==> src/rtl/shift_add_multiplier.sv <==
// shift_add_multiplier
//   Sequential unsigned multiplier. It retires one multiplier bit per clock,
//   so a WIDTH x WIDTH multiply takes WIDTH RUN cycles and then one DONE cycle.
//
//   Parameters
//     WIDTH    operand width in bits, 2..16 (default 8)
//
//   Ports
//     clk      clock; all state updates on the rising edge
//     rst_n    asynchronous active-low reset
//     start    begin a multiply; sampled only while ready=1
//     abort    cancel an in-progress multiply (acts only in RUN)
//     a, b     unsigned multiplicand and multiplier, latched at the start edge
//     ready    high in IDLE
//     busy     high in RUN
//     done     one-cycle pulse; product is valid in the same cycle
//     product  a*b of the last completed multiply; held until the next one
module shift_add_multiplier #(
    parameter int WIDTH = 8
) (
    input  logic               clk,
    input  logic               rst_n,
    input  logic               start,
    input  logic               abort,
    input  logic [WIDTH-1:0]   a,
    input  logic [WIDTH-1:0]   b,
    output logic               ready,
    output logic               busy,
    output logic               done,
    output logic [2*WIDTH-1:0] product
);

    localparam int CNT_W = $clog2(WIDTH + 1);

    typedef enum logic [1:0] {
        IDLE = 2'd0,
        RUN  = 2'd1,
        DONE = 2'd2
    } state_t;

    state_t             state_q;
    logic [WIDTH-1:0]   mcand_q;
    // Upper half is the running partial sum. The lower half starts as the
    // multiplier and is consumed LSB-first while product bits shift in above it.
    logic [2*WIDTH-1:0] acc_q;
    logic [CNT_W-1:0]   cnt_q;
    logic [2*WIDTH-1:0] product_q;
    logic               ready_q;
    logic               busy_q;
    logic               done_q;

    logic [WIDTH:0]     sum_d;
    logic [2*WIDTH-1:0] acc_d;
    logic               last_d;

    always_comb begin
        // The carry-out lands in bit WIDTH of the sum. It is kept through the
        // shift, so no bit of the partial product is lost.
        sum_d  = {1'b0, acc_q[2*WIDTH-1:WIDTH]}
               + (acc_q[0] ? {1'b0, mcand_q} : {(WIDTH+1){1'b0}});
        acc_d  = {sum_d, acc_q[WIDTH-1:1]};
        last_d = (cnt_q == CNT_W'(WIDTH - 1));
    end

    always_ff @(posedge clk or negedge rst_n) begin
        if (!rst_n) begin
            state_q   <= IDLE;
            mcand_q   <= '0;
            acc_q     <= '0;
            cnt_q     <= '0;
            product_q <= '0;
            ready_q   <= 1'b1;
            busy_q    <= 1'b0;
            done_q    <= 1'b0;
        end else begin
            case (state_q)
                IDLE: begin
                    // abort has no meaning here; start alone decides
                    if (start) begin
                        mcand_q <= a;
                        acc_q   <= {{WIDTH{1'b0}}, b};
                        cnt_q   <= '0;
                        state_q <= RUN;
                        ready_q <= 1'b0;
                        busy_q  <= 1'b1;
                    end
                end
                RUN: begin
                    if (abort) begin
                        state_q <= IDLE;
                        ready_q <= 1'b1;
                        busy_q  <= 1'b0;
                    end else begin
                        acc_q <= acc_d;
                        cnt_q <= cnt_q + CNT_W'(1);
                        if (last_d) begin
                            product_q <= acc_d;
                            state_q   <= DONE;
                            busy_q    <= 1'b0;
                            done_q    <= 1'b1;
                        end
                    end
                end
                DONE: begin
                    state_q <= IDLE;
                    done_q  <= 1'b0;
                    ready_q <= 1'b1;
                end
                default: begin
                    state_q <= IDLE;
                    ready_q <= 1'b1;
                    busy_q  <= 1'b0;
                    done_q  <= 1'b0;
                end
            endcase
        end
    end

    assign ready   = ready_q;
    assign busy    = busy_q;
    assign done    = done_q;
    assign product = product_q;

endmodule

==> config.mk <==
export PLATFORM = sky130hd
export DESIGN_NAME = shift_add_multiplier
export DESIGN_NICKNAME = d
export VERILOG_FILES = /design/src/rtl/shift_add_multiplier.sv
export SDC_FILE = /design/constraint.sdc
export NUM_CORES = 1
export LEC_CHECK = 0
export ABC_CLOCK_PERIOD_IN_PS = 6700
export CAP_MARGIN = 20
export CORE_ASPECT_RATIO = 1.25
export CORE_MARGIN = 1
export CORE_UTILIZATION = 56
export CTS_CLUSTER_DIAMETER = 40
export DETAILED_ROUTE_END_ITERATION = 8
export GPL_TIMING_DRIVEN = 0
export HOLD_SLACK_MARGIN = 0.05
export MAX_ROUTING_LAYER = met4
export PLACE_DENSITY = 0.81
export REMOVE_ABC_BUFFERS = 1
export SLEW_MARGIN = 20
export SYNTH_ARGS = -nofsm -noshare
export SYNTH_HDL_FRONTEND = slang
export SYNTH_SLANG_ARGS = --single-unit
==> constraint.sdc <==
create_clock -name clk -period 6.7 [get_ports clk]
set_input_delay 0.67 -clock clk [delete_from_list [all_inputs] [get_ports clk]]
set_output_delay 0.67 -clock clk [all_outputs]
set_load 0.05 [all_outputs]
==> results of run 1 <==
[worst register-to-register path, delay by kind of cell (launching register included)]
kind | cells | cell delay (ns)
muxes | 1 | 0.28
AOI/OAI and AO/OA | 2 | 0.60
adders and majority gates | 2 | 0.60
xor gates and xnor gates | 1 | 0.15
and+or+nand+nor | 1 | 0.18
DFF | 1 | 0.48
[per-layer routing]
layer,track usage (%),share of wire (%)
met2,37.2,50
met1,28.5,46
met3,4.43,3.5
met4,10.1,1.4
met5,-,0
[per-stage QoR]
step | cell area [um^2] | setup slack (ns) | utilization [%]
2_1_floorplan | 2220 | 3.76 | -
3_3_place_gp | 2660 | 2.05 | 69.8
3_5_place_dp | 2710 | 3.78 | 71.1
4_1_cts | 2810 | 4.06 | 73.6
5_1_grt | 2810 | 3.99 | 73.6
6_report | 2810 | 4.06 | 73.6
[worst paths after layout]
kind                                              from                      end  cells after the start
worst min register to register  product[5]$_DFFE_PN0P_   product[5]$_DFFE_PN0P_                      2
worst max register to register    acc_q[0]$_DFFE_PN0P_  product[13]$_DFFE_PN0P_                      7
worst min-delay path                             rst_n         busy$_DFFE_PN0P_                      1
min in group clk                product[5]$_DFFE_PN0P_   product[5]$_DFFE_PN0P_                      2
max in group asynchronous                        rst_n        ready$_DFFE_PN1P_                      2
worst max-delay path                             abort  product[13]$_DFFE_PN0P_                      5
[cells in the final DEF, fill, tap and decap left out, types with 4 or more instances in the layout]
cell type and count:
a22oi_1 9, nand2_1 52, mux2_2 9, and2_1 8, clkbuf_8 6, clkdlybuf4s50_1 37
xor2_1 4, ha_1 9, a22o_1 6, inv_1 6, dfrtp_1 48, a21oi_1 5
[flip-flops by register name (all words and copies together) (netlist names)]
signal and cells:
cnt_q 4, state_q 2, acc_q 16, product 16
done 1, mcand_q 8, busy 1, ready 1
[power groups by stage]
stage	Clock (mW)	Combinational [mW]	Sequential, mW
floorplan	0	0.147	0.406
global placement	0	0.221	0.393
detailed placement	0	0.232	0.396
CTS	0.183	0.233	0.390
global route	0.195	0.259	0.398
finish	0.180	0.231	0.390
[kinds of logic (layout without fill, tap and decap cells)]
| family | count (synthesis) | after routing | share of synthesized area (%) |
|---|---|---|---|
| AND/OR/NAND/NOR | 77 | 77 | 15.4 |
| XOR/XNOR | 6 | 6 | 2.32 |
| adder cells (fa/ha/maj) | 10 | 10 | 5.86 |
| flip-flops | 49 | 49 | 54.2 |
| multiplexers | 12 | 12 | 5.91 |
| AO/OA/AOI/OAI | 40 | 40 | 12.9 |
| buffers and inverters | 15 | 57 | 3.43 |
[cell type report]
class                      instances  share of cell area [%]
multi-input combinational        145                    34.6
timing repair buffer              42                    14.9
tap                               54                    2.40
clock buffer                       6                    2.94
sequential                        49                    43.7
inverter                           7                    1.02
clock inverter                     2                   0.490
==> results by group, run 1 <==
Floorplan
  • Die X: 58.9 um
  • Die area: 4300 um^2
  • Io pins: 39
  • CORE AREA: 3820 um^2
  • Core Rows: 25
  • Initial Util: 59.3%
  • Die Y: 73.1 um

Logic synthesis
  • Post-synth top cells: nand2_1 (52), dfrtp_1 (48), a22oi_1 (9), ha_1 (9), mux2_2 (9)
  • Post-synthesis cell count: 209
  • Post-synthesis sequential area ratio: 54.2%
  • Synth top area cells: dfrtp_1 (53%), nand2_1 (8.6%), ha_1 (5.0%)
  • Netlist cell types: 43
  • Post-synth EDFFs: 0
  • Top FF cell, synth: dfrtp_1
  • Yosys top cell by area: dfrtp_1
  • Ys async rst share: 100%
  • Synth warn: 0
  • Synthesized area per cell: 10.8 um^2
  • Most frequent cell after synthesis: nand2_1
  • FF+latch count, synth: 49
  • Synth top area share: 53.0%
  • Post-Syn Area: 2260 um^2

Placed design
  • PortBufs: 38
  • Detailed-placement wirelength estimate: 3100 um
  • Placed cells: 297
  • RePlAce Congestion: 0.886

Power and ir drop
  • Net Sw Power: 0.261 mW
  • P_leak: 1.39 nW
  • Power share of the combinational group: 28.9%
  • Switching portion of total power: 32.6%
  • Int Power: 0.540 mW
  • PD cells: 285 nW/um^2
  • Sequential fraction of design power: 48.7%
  • Clk pwr share: 22.4%
  • Total power draw: 0.801 mW
  • Max IR drop VDD: 0.000199 V

Hold path
  • Worst hold path type: input port to asynchronous set/reset pin

Clocking
  • CTS Buf Count: 5
  • Maximum root-to-sink buffer count: 2
  • Clk pin slew, worst setup/hold paths: 0.09 ns
  • Post-CTS sizing: 0
  • Clk root buf: clkbuf_8
  • CTS tree: built
  • Clock Latency Late Sink: 0.30 ns
  • CTS H-tree depth: 2
  • Post-CTS Repair Setup Buffers: 0
  • Cts hold-fix bufs: 0
  • Clock sinks: 49

Setup path
  • Crit end category: register
  • Cell Chain, Critical Path: clkdlybuf4s50_1, or3b_1, or2_1, inv_4, mux2_2
  • Buf/Inv on CP: 2
  • Critical Path AT: 2.83 ns
  • Critical Path RT: 6.88 ns
  • Kind of cell adding the most delay to the critical path: simple AND/OR/NAND/NOR gates
  • Critical path class: input port to register
  • CP Launch Type: input port
  • Max FO, Critical Path: 17
  • Worst stage delay on the critical path: 0.52 ns
  • Worst path slowest cell: or2_1
  • R2R Setup Slk: 4.29 ns

STA
  • Period utilization: 39.5%
  • Final Hold Vio Count: 0
  • Setup_tns: 0 ns
  • Final setup fails: 0
  • Slew HR: 51.7%
  • RSZ-0062 raised after global routing: no
  • Achievable Freq: 378 MHz
  • Least-Margin Pin Slew: 0.722 ns
  • Pins Over Slew Limit: 0
  • Worst clock skew: 0.00976 ns
  • Worst hold slack: 0.311 ns
  • Min Tclk post-route: 2.64 ns

Cells and area
  • Fraction of layout instances using a drive strength above 1: 11.6%
  • Final-layout fill cell count: 293
  • NumNets Final: 280
  • Area of the multi-input gates: 972 um^2
  • Finished Layout Cells: 305
  • Seq. cell area: 1230 um^2
  • Area delta synth->final: 24.1%
  • # diodes: 0

Drt
  • DR vias: 1667
  • Drt first pass iters: 4
  • Routed wire per std cell: 14.1 um
  • WL final: 4300 um
  • Drt initial violations: 62
  • Vias per cell: 5.47
  • Drc violations: 0
  • Post-route ant nets: 0

GRT
  • First-pass GRT wire length: 7230 um
  • Vias in the first global route: 1631
  • GRT Overall Usage: 23.2%
  • Initial antenna violation count: 0
  • Pin count of the biggest net entering global routing: 31
  • GRT overflow: 0

Status
  • Status: finished clean

Flow run
  • Max cap viols: 0
Note: power is estimated with default switching activity, not from simulation.
==> inputs of run 2 (changes only) <==
ABC_CLOCK_PERIOD_IN_PS = 2800   (was 6700)
CORE_UTILIZATION = 52   (was 56)
PLACE_DENSITY = 0.76   (was 0.81)
clock period = 2.8 ns   (was 6.7 ns; I/O delays follow)
==> run 2 against run 1 <==
Compared with the run above: die area is 7.4% higher; global-route usage decreased by 1.0 points; sequential share of layout area down 0.39 points; combinational power rose by 140%.
==> results by group, run 2 (synthesis gave the netlist of run 1 again) <==
Status
  • Status: finished clean

Power and ir drop
  • Power share of the combinational group: 27.7%
  • Switching portion of total power: 31.0%
  • Int Power: 1.38 mW
  • P_leak: 1.39 nW
  • Clk pwr share: 25.7%
  • Net Sw Power: 0.622 mW
  • PD cells: 707 nW/um^2
  • Sequential fraction of design power: 46.5%
  • Total power draw: 2.01 mW
  • Max IR drop VDD: 0.000415 V

Drt
  • WL final: 4350 um
  • Drt first pass iters: 5
  • DR vias: 1667
  • Vias per cell: 5.43
  • Routed wire per std cell: 14.2 um
  • Drt initial violations: 111
  • Post-route ant nets: 0
  • Drc violations: 0

Placed design
  • Placed cells: 298
  • Setup Slack @ Placement: 0.309 ns
  • Placed inst area: 2710 um^2
  • Detailed-placement wirelength estimate: 3030 um
  • RePlAce Congestion: 0.827
  • PortBufs: 38

STA
  • Min Tclk post-route: 2.41 ns
  • Worst setup margin: 0.390 ns
  • Worst hold slack: 0.449 ns
  • Final setup fails: 0
  • Pins Over Slew Limit: 0
  • RSZ-0062 raised after global routing: no
  • Least-Margin Pin Slew: 0.719 ns
  • Final Hold Vio Count: 0
  • Slew HR: 51.9%
  • Setup_tns: 0 ns
  • Achievable Freq: 415 MHz
  • Worst clock skew: 0.0108 ns
  • Period utilization: 86.1%

Flow run
  • Max cap viols: 0

Setup path
  • WP depth: 7
  • Kind of cell adding the most delay to the critical path: adder cells
  • Critical Path AT: 2.60 ns
  • Worst Setup SP: acc_q[0]$_DFFE_PN0P_
  • Critical path class: register to register
  • R2R Path End: product[13]$_DFFE_PN0P_
  • Worst stage delay on the critical path: 0.49 ns
  • Reg2reg path depth: 7
  • CP Launch Type: register
  • Worst path slowest cell: dfrtp_1
  • Max FO, Critical Path: 9
  • Reg-to-reg startpoint: acc_q[0]$_DFFE_PN0P_
  • Crit end category: register
  • Critical Path RT: 2.99 ns
  • Buf/Inv on CP: 0
  • R2R Setup Slk: 0.39 ns
  • Setup crit end: product[13]$_DFFE_PN0P_
  • Cell Chain, Critical Path: and2_1, ha_1, fa_1, a21o_1, a221oi_1, xnor2_1, mux2_2

Clocking
  • CTS H-tree depth: 2
  • CTS Buf Count: 5
  • CTS tree: built
  • Clock Latency Late Sink: 0.31 ns
  • Post-CTS Repair Setup Buffers: 0
  • Clock sinks: 49
  • Clk pin slew, worst setup/hold paths: 0.08 ns
  • Maximum root-to-sink buffer count: 2
  • Clk root buf: clkbuf_8

Cells and area
  • Most frequent cells in the layout: nand2_1 (52), dfrtp_1 (48), clkdlybuf4s50_1 (37)
  • NumNets Final: 280
  • # diodes: 0
  • Fraction of layout instances using a drive strength above 1: 10.8%
  • Finished Layout Cells: 307
  • Commonest non-fill, non-tap cell in the layout: nand2_1
  • Design area: 2840 um^2
  • Final core occ: 68.6%
  • Area delta synth->final: 25.2%

Floorplan
  • Die X: 61.0 um
  • Core Rows: 26
  • Io pins: 39
  • Die area: 4620 um^2
  • CORE AREA: 4130 um^2
  • Initial Util: 54.8%
  • Die Y: 75.8 um

Hold path
  • Worst hold path type: input port to asynchronous set/reset pin

GRT
  • Pin count of the biggest net entering global routing: 33
  • GRT overflow: 0
  • GRT Overall Usage: 22.2%
  • Vias in the first global route: 1583
  • Initial antenna violation count: 0
  • First-pass GRT wire length: 7200 um
==> run 2: cell count changes in the layout (fill, tap and decap cells not counted) <==
cell	delta
dlygate4sd3_1	+1
clkinv_2	-1
bufinv_16	+1
buf_4	-1
clkbuf_1	+1
clkinv_4	-1
==> run 2: power groups by stage <==
stage | combinational (mW) | sequential [mW] | clock [mW]
floorplan | 0.351 | 0.971 | 0
global placement | 0.532 | 0.941 | 0
detailed placement | 0.554 | 0.947 | 0
CTS | 0.559 | 0.933 | 0.532
global route | 0.624 | 0.951 | 0.558
finish | 0.556 | 0.933 | 0.516
==> run 2: worst min path at each step <==
stage | startpoint | end | cells after the start
4_1_cts | rst_n | state_q[0]$_DFFE_PN0P_ | 2
5_1_grt | rst_n | state_q[0]$_DFFE_PN0P_ | 2
6_report | rst_n | state_q[0]$_DFFE_PN0P_ | 2
3_5_place_dp | rst_n | busy$_DFFE_PN0P_ | 1
3_3_place_gp | product[1]$_DFFE_PN0P_ | product[1]$_DFFE_PN0P_ | 2
2_1_floorplan | rst_n | acc_q[0]$_DFFE_PN0P_ | 0
==> run 2: cell type report <==
class,instances,area (um^2)
clock buffers,7,86.3
clock inverters,1,30.0
fillers,311,1300
inverters,7,28.8
multi-input cells,145,972
flip-flops and latches,49,1230
well taps,56,70.1
repair buffers,42,420
==> run 2: repair_timing <==
| item | in CTS | in global routing |
|---|---|---|
| hold buffers | 1 | 0 |
| gates resized for setup | 0 | 0 |
| endpoints found under the hold margin | 17 | 0 |
==> run 2: metal layers <==
metal  share of wire [%]  global-route usage (%)  wire, um
met1                  44                    26.1      1920
met2                  50                    35.5      2170
met3                 4.2                    5.60       183
met4                 1.8                    10.1        78
met5                   0                       -         0
